## src/rtl/saber_pkg.sv

```systemverilog
// Shared types and constants for the saber renderer slice: animation state
// encoding, Q8 unit, datapath widths and the flicker LFSR constants.
package saber_pkg;

   typedef enum logic [1:0] {
      OFF        = 2'd0,
      EXTENDING  = 2'd1,
      LIT        = 2'd2,
      RETRACTING = 2'd3
   } saber_state_e;

   localparam int Q8_ONE  = 256;
   localparam int COORD_W = 12;
   localparam int PROD_W  = 26;

   // Galois LFSR, polynomial x^16 + x^14 + x^13 + x^11 + 1
   localparam logic [15:0] LFSR_SEED = 16'hACE1;
   localparam logic [15:0] LFSR_TAPS = 16'hB400;

   typedef logic signed [COORD_W-1:0] coord_t;
   typedef logic signed [PROD_W-1:0]  prod_t;

   // Blade vector and the per-frame constants derived from it
   typedef struct packed {
      coord_t               dx;
      coord_t               dy;
      logic [23:0]          dd;
      logic [COORD_W-1:0]   dm;
   } geo_t;

   // Magnitude of a signed coordinate; -2048 maps to 2048 as unsigned
   function automatic logic [COORD_W-1:0] abs_c(input coord_t v);
      return (v < 0) ? COORD_W'(-v) : COORD_W'(v);
   endfunction

endpackage

```

## src/rtl/saber_renderer_if.sv

```systemverilog
// Tracker/mux facing bundle of the saber renderer. The master side (handle
// tracker plus video timing) drives geometry and pixel stream; the renderer
// (slave) returns the rendered pixel and status.
interface saber_renderer_if;
   logic        frame_start;
   logic        on;
   logic [10:0] handle_top_x;
   logic [9:0]  handle_top_y;
   logic [10:0] handle_bottom_x;
   logic [9:0]  handle_bottom_y;
   logic [10:0] hcount;
   logic [9:0]  vcount;
   logic [23:0] color;
   logic [23:0] background;
   logic [23:0] pixel;
   logic        occupied;
   logic        lit;

   modport master (
      output frame_start, on,
      output handle_top_x, handle_top_y, handle_bottom_x, handle_bottom_y,
      output hcount, vcount, color, background,
      input  pixel, occupied, lit
   );

   modport slave (
      input  frame_start, on,
      input  handle_top_x, handle_top_y, handle_bottom_x, handle_bottom_y,
      input  hcount, vcount, color, background,
      output pixel, occupied, lit
   );
endinterface

```

## src/rtl/alpha_blend.sv

```systemverilog
// Fixed 50% glow blend: each 8-bit channel is the floor average of the blade
// colour and the background.
module alpha_blend (
   input  logic [23:0] fg,
   input  logic [23:0] bg,
   output logic [23:0] mix
);

   logic [8:0] sum;

   // Per-channel average, computed with a 9-bit sum so no carry is lost
   always_comb begin
      mix = '0;
      sum = '0;
      for (int i = 0; i < 3; i++) begin
         sum = {1'b0, fg[8*i +: 8]} + {1'b0, bg[8*i +: 8]};
         mix[8*i +: 8] = sum[8:1];
      end
   end

endmodule

```

## src/rtl/saber_ignite_ctrl.sv

```systemverilog
// Ignition / retraction animation. ext is a Q8 blade extension (0..256) that
// moves by one step per frame_start in the direction selected by 'on'.
module saber_ignite_ctrl
   import saber_pkg::*;
#(
   parameter int IGNITE_STEP  = 32,
   parameter int RETRACT_STEP = 64
) (
   input  logic       clock,
   input  logic       reset_n,
   input  logic       frame_start,
   input  logic       on,
   output logic [8:0] ext,
   output logic       lit
);

   saber_state_e state, state_n;
   logic [8:0]   ext_n;
   logic [9:0]   up_sum;

   // State and extension registers
   always_ff @(posedge clock or negedge reset_n) begin
      if (!reset_n) begin
         state <= OFF;
         ext   <= '0;
      end else begin
         state <= state_n;
         ext   <= ext_n;
      end
   end

   // Step ext toward 256 or 0 on each frame pulse, saturating at the ends;
   // direction follows 'on' at pulse time so a reversal never jumps
   always_comb begin
      state_n = state;
      ext_n   = ext;
      up_sum  = {1'b0, ext} + 10'(IGNITE_STEP);
      if (frame_start) begin
         if (on && ext < 9'(Q8_ONE)) begin
            if (up_sum >= 10'(Q8_ONE)) begin
               ext_n   = 9'(Q8_ONE);
               state_n = LIT;
            end else begin
               ext_n   = up_sum[8:0];
               state_n = EXTENDING;
            end
         end else if (!on && ext != 9'd0) begin
            if (ext <= 9'(RETRACT_STEP)) begin
               ext_n   = '0;
               state_n = OFF;
            end else begin
               ext_n   = ext - 9'(RETRACT_STEP);
               state_n = RETRACTING;
            end
         end
      end
   end

   assign lit = (state == LIT);

endmodule

```

## src/rtl/saber_renderer.sv

```systemverilog
// Lightsaber blade renderer: solid core plus blended glow around the segment
// from the top handle point along BLADE_LENGTH-1 handle lengths, scaled by the
// animation extension. Geometry is latched once per frame; pixels flow through
// a fixed 3-stage pipeline. Define SABER_FLICKER_EN for LFSR glow flicker.
module saber_renderer
   import saber_pkg::*;
#(
   parameter int BLADE_LENGTH = 3,
   parameter int CORE_W       = 3,
   parameter int GLOW_W       = 8,
   parameter int IGNITE_STEP  = 32,
   parameter int RETRACT_STEP = 64
) (
   input  logic         clock,
   input  logic         reset_n,
   saber_renderer_if.slave sb
);

   localparam logic [PROD_W-1:0] CORE_K = PROD_W'(CORE_W);

   logic [8:0]  ext;
   logic        lit;
   logic        geo_upd;
   coord_t      bx, by, hx, hy;
   geo_t        geo, geo_n;
   logic signed [31:0] ext_s, dx_full, dy_full;
   logic signed [23:0] dx_sq, dy_sq;
   logic [COORD_W-1:0] adx, ady;

   coord_t      vx1, vy1;
   logic [23:0] bg1, bg2;
   prod_t       cross2, along2;
   logic [PROD_W-1:0] abs_cross, dm_w, core_thr, glow_thr;
   logic        span_out;
   logic [23:0] blend_rgb;
   logic [23:0] pixel_q;
   logic        occ_q;

   saber_ignite_ctrl #(
      .IGNITE_STEP  (IGNITE_STEP),
      .RETRACT_STEP (RETRACT_STEP)
   ) u_ctrl (
      .clock       (clock),
      .reset_n     (reset_n),
      .frame_start (sb.frame_start),
      .on          (sb.on),
      .ext         (ext),
      .lit         (lit)
   );

   // Latch handle base and handle vector at the frame pulse
   always_ff @(posedge clock or negedge reset_n) begin
      if (!reset_n) begin
         bx      <= '0;
         by      <= '0;
         hx      <= '0;
         hy      <= '0;
         geo_upd <= 1'b0;
      end else begin
         geo_upd <= sb.frame_start;
         if (sb.frame_start) begin
            bx <= coord_t'({1'b0, sb.handle_top_x});
            by <= coord_t'({2'b0, sb.handle_top_y});
            hx <= coord_t'({1'b0, sb.handle_top_x}) - coord_t'({1'b0, sb.handle_bottom_x});
            hy <= coord_t'({2'b0, sb.handle_top_y}) - coord_t'({2'b0, sb.handle_bottom_y});
         end
      end
   end

   // Blade vector scaled by the freshly stepped extension, plus its squared
   // length and Chebyshev length used as segment-test references
   always_comb begin
      ext_s    = $signed({23'd0, ext});
      dx_full  = 32'(hx) * ext_s * (BLADE_LENGTH - 1);
      dy_full  = 32'(hy) * ext_s * (BLADE_LENGTH - 1);
      geo_n    = '0;
      geo_n.dx = coord_t'(dx_full >>> 8);
      geo_n.dy = coord_t'(dy_full >>> 8);
      dx_sq    = 24'(geo_n.dx) * 24'(geo_n.dx);
      dy_sq    = 24'(geo_n.dy) * 24'(geo_n.dy);
      geo_n.dd = $unsigned(dx_sq) + $unsigned(dy_sq);
      adx      = abs_c(geo_n.dx);
      ady      = abs_c(geo_n.dy);
      geo_n.dm = (adx > ady) ? adx : ady;
   end

   // Geometry register, loaded the cycle after the pulse (ext is valid then)
   always_ff @(posedge clock or negedge reset_n) begin
      if (!reset_n)     geo <= '0;
      else if (geo_upd) geo <= geo_n;
   end

   // S1: pixel relative to blade base; S2: cross and along products
   always_ff @(posedge clock or negedge reset_n) begin
      if (!reset_n) begin
         vx1    <= '0;
         vy1    <= '0;
         bg1    <= '0;
         cross2 <= '0;
         along2 <= '0;
         bg2    <= '0;
      end else begin
         vx1    <= coord_t'({1'b0, sb.hcount}) - bx;
         vy1    <= coord_t'({2'b0, sb.vcount}) - by;
         bg1    <= sb.background;
         cross2 <= prod_t'(vx1) * prod_t'(geo.dy) - prod_t'(vy1) * prod_t'(geo.dx);
         along2 <= prod_t'(vx1) * prod_t'(geo.dx) + prod_t'(vy1) * prod_t'(geo.dy);
         bg2    <= bg1;
      end
   end

`ifdef SABER_FLICKER_EN
   logic [15:0] lfsr;

   // Glow-edge jitter source, stepped once per frame
   always_ff @(posedge clock or negedge reset_n) begin
      if (!reset_n)            lfsr <= LFSR_SEED;
      else if (sb.frame_start) lfsr <= (lfsr >> 1) ^ (lfsr[0] ? LFSR_TAPS : 16'h0000);
   end

   // Glow multiplier varies in GLOW_W-1 .. GLOW_W+2
   always_comb begin
      dm_w     = PROD_W'(geo.dm);
      glow_thr = (PROD_W'(GLOW_W - 1) + PROD_W'(lfsr[1:0])) * dm_w;
   end
`else
   // Fixed glow radius
   always_comb begin
      dm_w     = PROD_W'(geo.dm);
      glow_thr = PROD_W'(GLOW_W) * dm_w;
   end
`endif

   // S3 classification inputs: distance proxy and segment span test
   always_comb begin
      abs_cross = (cross2 < 0) ? PROD_W'(-cross2) : PROD_W'(cross2);
      core_thr  = CORE_K * dm_w;
      span_out  = (ext == 9'd0) || (along2 < 0) || (along2 > $signed({2'b0, geo.dd}));
   end

   alpha_blend u_blend (
      .fg  (sb.color),
      .bg  (bg2),
      .mix (blend_rgb)
   );

   // S3 output register: off-segment, core, glow, or empty in priority order
   always_ff @(posedge clock or negedge reset_n) begin
      if (!reset_n) begin
         pixel_q <= '0;
         occ_q   <= 1'b0;
      end else if (span_out) begin
         pixel_q <= '0;
         occ_q   <= 1'b0;
      end else if (abs_cross < core_thr) begin
         pixel_q <= sb.color;
         occ_q   <= 1'b1;
      end else if (abs_cross < glow_thr) begin
         pixel_q <= blend_rgb;
         occ_q   <= 1'b1;
      end else begin
         pixel_q <= '0;
         occ_q   <= 1'b0;
      end
   end

   assign sb.pixel    = pixel_q;
   assign sb.occupied = occ_q;
   assign sb.lit      = lit;

endmodule

```

## src/flat_wrapper.sv

```systemverilog
// flat-port wrapper written by rule: the top's interface ports become plain ports
module saber_renderer_flat import saber_pkg::*;
#(
   parameter int BLADE_LENGTH = 3,
   parameter int CORE_W       = 3,
   parameter int GLOW_W       = 8,
   parameter int IGNITE_STEP  = 32,
   parameter int RETRACT_STEP = 64
)
  (clock, reset_n, sb_frame_start, sb_on, sb_handle_top_x, sb_handle_top_y, sb_handle_bottom_x, sb_handle_bottom_y, sb_hcount, sb_vcount, sb_color, sb_background, sb_pixel, sb_occupied, sb_lit);
  saber_renderer_if sb_i ();
  input  logic clock;
  input  logic reset_n;
  input wire logic [$bits(sb_i.frame_start)-1:0] sb_frame_start;
  input wire logic [$bits(sb_i.on)-1:0] sb_on;
  input wire logic [$bits(sb_i.handle_top_x)-1:0] sb_handle_top_x;
  input wire logic [$bits(sb_i.handle_top_y)-1:0] sb_handle_top_y;
  input wire logic [$bits(sb_i.handle_bottom_x)-1:0] sb_handle_bottom_x;
  input wire logic [$bits(sb_i.handle_bottom_y)-1:0] sb_handle_bottom_y;
  input wire logic [$bits(sb_i.hcount)-1:0] sb_hcount;
  input wire logic [$bits(sb_i.vcount)-1:0] sb_vcount;
  input wire logic [$bits(sb_i.color)-1:0] sb_color;
  input wire logic [$bits(sb_i.background)-1:0] sb_background;
  output wire logic [$bits(sb_i.pixel)-1:0] sb_pixel;
  output wire logic [$bits(sb_i.occupied)-1:0] sb_occupied;
  output wire logic [$bits(sb_i.lit)-1:0] sb_lit;
  assign sb_i.frame_start = sb_frame_start;
  assign sb_i.on = sb_on;
  assign sb_i.handle_top_x = sb_handle_top_x;
  assign sb_i.handle_top_y = sb_handle_top_y;
  assign sb_i.handle_bottom_x = sb_handle_bottom_x;
  assign sb_i.handle_bottom_y = sb_handle_bottom_y;
  assign sb_i.hcount = sb_hcount;
  assign sb_i.vcount = sb_vcount;
  assign sb_i.color = sb_color;
  assign sb_i.background = sb_background;
  assign sb_pixel = sb_i.pixel;
  assign sb_occupied = sb_i.occupied;
  assign sb_lit = sb_i.lit;
  saber_renderer #(.BLADE_LENGTH(BLADE_LENGTH), .CORE_W(CORE_W), .GLOW_W(GLOW_W), .IGNITE_STEP(IGNITE_STEP), .RETRACT_STEP(RETRACT_STEP)) u_core (.clock(clock), .reset_n(reset_n), .sb(sb_i));
endmodule
```

## config.mk

```make
export PLATFORM = sky130hd
export DESIGN_NAME = saber_renderer_flat
export DESIGN_NICKNAME = d
export VERILOG_FILES = /design/src/rtl/saber_pkg.sv /design/src/rtl/saber_renderer_if.sv /design/src/rtl/alpha_blend.sv /design/src/rtl/saber_ignite_ctrl.sv /design/src/rtl/saber_renderer.sv /design/src/flat_wrapper.sv
export SDC_FILE = /design/constraint.sdc
export NUM_CORES = 2
export LEC_CHECK = 0
export ABC_CLOCK_PERIOD_IN_PS = 20300
export CAP_MARGIN = 20
export CELL_PAD_IN_SITES_DETAIL_PLACEMENT = 0
export CELL_PAD_IN_SITES_GLOBAL_PLACEMENT = 1
export CORE_MARGIN = 4
export CORE_UTILIZATION = 30
export DETAILED_ROUTE_END_ITERATION = 12
export DONT_BUFFER_PORTS = 1
export GPL_ROUTABILITY_DRIVEN = 0
export GPL_TIMING_DRIVEN = 0
export PLACE_DENSITY = 0.56
export REMOVE_ABC_BUFFERS = 1
export SLEW_MARGIN = 20
export SYNTH_ARGS = -nofsm -noshare
export SYNTH_HDL_FRONTEND = slang
export SYNTH_SLANG_ARGS = --single-unit
```

## constraint.sdc

```tcl
create_clock -name clock -period 20.3 [get_ports clock]
set_input_delay 4.06 -clock clock [delete_from_list [all_inputs] [get_ports clock]]
set_output_delay 4.06 -clock clock [all_outputs]
set_load 0.1 [all_outputs]
```

# ---- Yosys cells after proc, flatten, opt, wreduce, memory -nomap -nowiden
# Index checks and enable logic that the tools add are counted.
dict set report classes {
  reduce_logical 9
  mul 9
  magnitude_cmp 11
  addsub 15
  eq_ne 1
  mux 18
}
# cell n
set op_table {}
lappend op_table {{$mul A12 B12 Y24} 4}
lappend op_table {{$mux W24} 3}
lappend op_table {{$lt A26 B1 Y1 const B} 2}
lappend op_table {{$mul A11 B12 Y23} 2}
lappend op_table {{$mux W12} 3}
lappend op_table {{$mux W9} 4}
lappend op_table {{$add A8 B8 Y9} 3}
lappend op_table {{$add A26 B26 Y26} 1}
lappend op_table {{$gt A26 B25 Y1} 1}
lappend op_table {{$lt A26 B15 Y1} 1}
lappend op_table {{$lt A26 B26 Y1} 1}
lappend op_table {{$mux W26} 1}
lappend op_table {{$neg A26 Y26} 1}
lappend op_table {{$sub A26 B26 Y26} 1}
lappend op_table {{$add A24 B24 Y24} 1}
lappend op_table {{$lt A12 B1 Y1 const B} 2}
lappend op_table {{$neg A12 Y12} 2}
lappend op_table {{$sub A11 B11 Y12} 2}
lappend op_table {{$sub A10 B10 Y11} 2}
lappend op_table {{$mul A11 B10 Y19} 1}
lappend op_table {{$mul A12 B10 Y19} 1}
lappend op_table {{$mul A2 B12 Y14 const A} 1}
lappend op_table {{$gt A12 B12 Y1} 1}
lappend op_table {{$add A9 B6 Y10 const B} 1}
lappend op_table {{other kinds (14)} 21}
dict set report word_totals {
  word_cells 82
  out_inout_bits 26
  ff_bits 264
  inputBits 115
}

# ---- Depth between registers and ports, before layout
dict set report logic_depth {
  word_depth 6
  depth_mapped 44
  ltp_nobuf 41
}

# ---- Cells and area by module
# A second synthesis with hierarchy kept.
dict set report hier_totals {
  hier_cells 5432
  hier_area_um2 52322.7
}
# module cells_per_inst area_per_inst_um2 seq_area_each_um2 instances
set by_module_without_submodules {}
lappend by_module_without_submodules {saber_renderer 5249 50848.8 6281.0 1}
lappend by_module_without_submodules {alpha_blend 130 991.0 0.0 1}
lappend by_module_without_submodules {saber_ignite_ctrl 53 483.0 150.1 1}

# ---- Worst setup path after synthesis
# Ideal clock, no wire load.
dict set report synth_timing {
  kind {register to register}
  startpoint {register u_core.u_ctrl.ext[5]}
  endpoint {register u_core.geo[34] (netlist name)}
  arrival_time_ns 10.864
  t_required_ns 20.163
  setup_slack_ns 9.299
  n_path_buf 5
  path_stages_with_launch 41
  path_cell_list {dfrtp_1 > clkbuf_1 > clkbuf_1 > nand2_1 > fa_1 > inv_1 > fa_1 > fa_1 > fa_1 > ha_1 > ha_1 > or2_2 > a31oi_1 > o311ai_1 > a31oi_2 > xor2_1 > inv_1 > buf_2 > (+5 left out) > fa_1 > fa_1 > fa_1 > fa_1 > fa_1 > inv_1 > fa_1 > inv_1 > ha_1 > clkbuf_1 > nand3_1 > nand2_1 > a41oi_1 > a21oi_1 > a211o_1 > o31ai_1 > xor2_1 > a21oi_1}
}
dict set report synth_between {
  elab_chain_cells 3
  elab_cells_between_ends 5
  cone_classes {add/sub: 1; mul: 4}
}
# element line
set synth_lines {}
lappend synth_lines {{from (decl)} saber_ignite_ctrl.sv:13} ;# output logic [8:0] ext,
lappend synth_lines {{from (signal assigned)} saber_ignite_ctrl.sv:28} ;# ext <= ext_n;
lappend synth_lines {{$mul A12 B10 Y19 or $mul A11 B10 Y19 (tied branches)} {saber_renderer.sv:74, saber_renderer.sv:75}}
lappend synth_lines {{$mul A12 B12 Y24, on equally long branches} {saber_renderer.sv:79, saber_renderer.sv:80}}
lappend synth_lines {{$add A24 B24 Y24 *} saber_renderer.sv:81} ;# geo_n.dd = $unsigned(dx_sq) + $unsigned(dy_sq);
lappend synth_lines {{to (signal assigned)} saber_renderer.sv:90} ;# else if (geo_upd) geo <= geo_n;
lappend synth_lines {{to (decl)} saber_renderer.sv:25} ;# geo_t geo, geo_n;
# Every way passes the cells marked *; elsewhere a longest branch is shown, timed or not.
# A chain may end at the register's enable or synchronous reset.

# ---- Final worst setup path
dict set report layout_timing {
  startpoint {register u_core.u_ctrl.ext[5]}
  endpoint {register u_core.geo[35] (netlist name)}
}
# The elaborated chain is that of the path after synthesis.

==> results.txt <==
Status - completed
CTS Hold Buffers Added - 0
Vias in the first global route - 39,400
Starting Density - 0.302
Asr flop ratio synth - 1.00
Layout cells sized above 1 - 0.0369
Max clock buf depth - 3
Area Growth Syn to Fin - 8.47%
Commonest register cell after synthesis - dfrtp_1
Clock transition at path regs - 0.06 ns
Reg2reg path depth - 36
Per-cell routed wire length - 17.4 um
Worst r2r dst - u_core.geo[35]
Critical Path AT - 13.53 ns
Routed WL - 138 mm
Setup_tns - 0 ns
Total grt overflow - 0
RSZ-0062 raised after global routing - false
Most frequent cells in the layout - 1,211 x inv_1, 891 x fa_1, 614 x ha_1
Die H - 424 um
Crit end category - register
Post-DRT Antenna Nets - 0
Pre-CTS WS - 7.22 ns
CTS sink count - 259
Unique masters post-synth - 95
YS warnings - 0
Top cell by count, worst path - fa_1
CP top delay family - adder cells
Syn Area/Cell - 9.20 um^2
PnR worst setup slack - 7.21 ns
Register area share after synthesis - 0.125
Synthesized area - 51,800 um^2
First-pass GRT wire length - 226 mm
CORE AREA - 172,000 um^2
Cts bufs inserted - 39
Total Routing Usage GR - 0.160
Post-CTS resize count - 0
Hold Vio Cnt, Final - 0
DR vias - 36,400
Synthesized flop and latch total - 259
Vias per inst - 4.60
Initial antenna violation count - 3
Largest net degree at the start of global routing - 260
Die X-Extent - 424 um
Post-CTS setup buffer count - 0
Hold_ws - 0.342 ns
Hold path start - u_core.bg1[6]
Hold Path Class - reg -> reg
DRC viols - 0
Slowest CP cell - dfrtp_1
Worst path bufs/invs - 7
CP max FO - 30
Max Slew Vio Count - 0
Root buf cell - clkbuf_16
WS Path Type - reg -> reg
Number of synthesized flops with an enable pin - 0
I/O pin count - 141
Worst-Margin Slew - 1.19 ns
CP peak stage delay - 1.01 ns
CTS tree - done
Hold path cells - 0
Clk_lat worst skew - 0.64 ns
DR iter-0 viols - 1,644
Slew Limit Headroom - 0.210
Period minus WS final - 13.09 ns
Dpl cells - 7,845
Htree depth - 2
Post-route insts no fill - 7,920
Hold Crit Endpoint - u_core.bg2[6]
Req. time, crit path - 20.74 ns
NumNets Final - 7,198
Post-Synthesis Cells - 5,627
Port bufs - 0
Final setup fails - 0
Final period util - 0.645
Leading cell type in the layout, fill and taps excluded - inv_1
DP HPWL - 111 mm
Cell Rows - 152
Max-cap violations - 0
Reg2Reg Setup Slack - 7.21 ns
Worst r2r src - u_core.u_ctrl.ext[5]
Startpoint types - register
Die area - 179,000 um^2
TritonRoute pass-1 iters - 5
Fmax - 76.4 MHz
Setup Skew - 0.0543 ns
[worst register-to-register path: cells and delay by family (launching register included)]
kind	cells	cell delay (ns)
buffers and inverters	7	1.24
AND/OR/NAND/NOR	5	0.68
adder cells (fa/ha/maj)	14	6.54
flip-flops	1	1.01
AO/OA/AOI/OAI	8	2.99
XOR/XNOR	2	0.44
[worst max path at each step]
stage,start,to,cells past startpoint
final,u_core.u_ctrl.ext[5],u_core.geo[35],36
after global routing,u_core.u_ctrl.ext[5],u_core.geo[34],37
after CTS,u_core.u_ctrl.ext[5],u_core.geo[35],36
after detailed placement,u_core.u_ctrl.ext[5],u_core.geo[35],36
after global placement,u_core.u_ctrl.ext[5],u_core.geo[34],35
after floorplan,u_core.u_ctrl.ext[5],u_core.geo[34],35
[synth_stat cells, drive strengths merged, types with 15 or more instances]
master,count,area share
a211oi,30,0.0045
a21boi,27,0.0039
a21o,79,0.011
a21oi,171,0.017
a31oi,15,0.0019
and2,304,0.037
and3,19,0.0023
buf,16,0.0019
clkbuf,156,0.011
dfrtp,259,0.13
fa,891,0.34
ha,614,0.15
inv,1219,0.088
mux2,21,0.0046
mux2i,32,0.0062
nand2,545,0.039
nand2b,80,0.0097
nand3,42,0.0043
nand4,15,0.0018
nor2,268,0.019
nor2b,48,0.0058
nor3,58,0.0057
o21a,42,0.0061
o21ai,161,0.016
o21bai,16,0.0023
o31ai,25,0.0036
or3,16,0.0021
xnor2,204,0.034
xor2,74,0.013
[registers in the layout (all words and copies together) (netlist names)]
signal               flops
u_core.dm_w             12
u_core.sb.pixel         24
u_core.geo_upd           1
u_core.bg2              24
u_core.bg1              24
u_core.cross2           26
u_core.u_ctrl.ext        4
u_core.along2           26
u_core.by               10
u_core.vy1              11
u_core.bx               11
u_core.hy               11
u_core.u_ctrl.state      2
u_core.vx1              12
u_core.sb.occupied       1
u_core.geo              48
u_core.hx               12
[final cells by class]
cell class                 instances  area, um^2
multi-input combinational       4030       40400
sequential                       259        6520
antenna                            1        2.50
inverter                        1224        4610
clock inverter                    19         259
fill                           18000      115000
clock buffer                      53        1090
tap                             2310        2890
timing repair buffer              24         374
[metrics by stage]
step | area, um^2 | util
after floorplan | 51300 | -
after global placement | 54200 | 0.316
after detailed placement | 54800 | 0.319
after CTS | 56100 | 0.327
after global routing | 56200 | 0.328
final | 56200 | 0.328
[routing by layer]
layer | part of all wire | global-route usage | wire length (um)
met5 | 0 | 0 | 0
met4 | 0.024 | 0.0372 | 3370
met3 | 0.028 | 0.0136 | 3890
met2 | 0.47 | 0.265 | 64300
met1 | 0.48 | 0.226 | 66500
[logic make-up (layout without fill, tap and decap cells)]
family | count (synthesis) | in the layout | synth area share
AO/OA/AOI/OAI | 693 | 693 | 0.0875
XOR/XNOR | 278 | 278 | 0.0472
adder cells (fa/ha/maj) | 1505 | 1505 | 0.493
buffers and inverters | 1396 | 1320 | 0.102
flip-flops | 259 | 259 | 0.125
multiplexers | 53 | 53 | 0.0107
other | 2 | 61 | 0.000145
AND/OR/NAND/NOR | 1441 | 1441 | 0.134
Power is left out: the tool's default activity adds up to more than one toggle a clock period on the data nets, which glitch-free logic cannot reach.
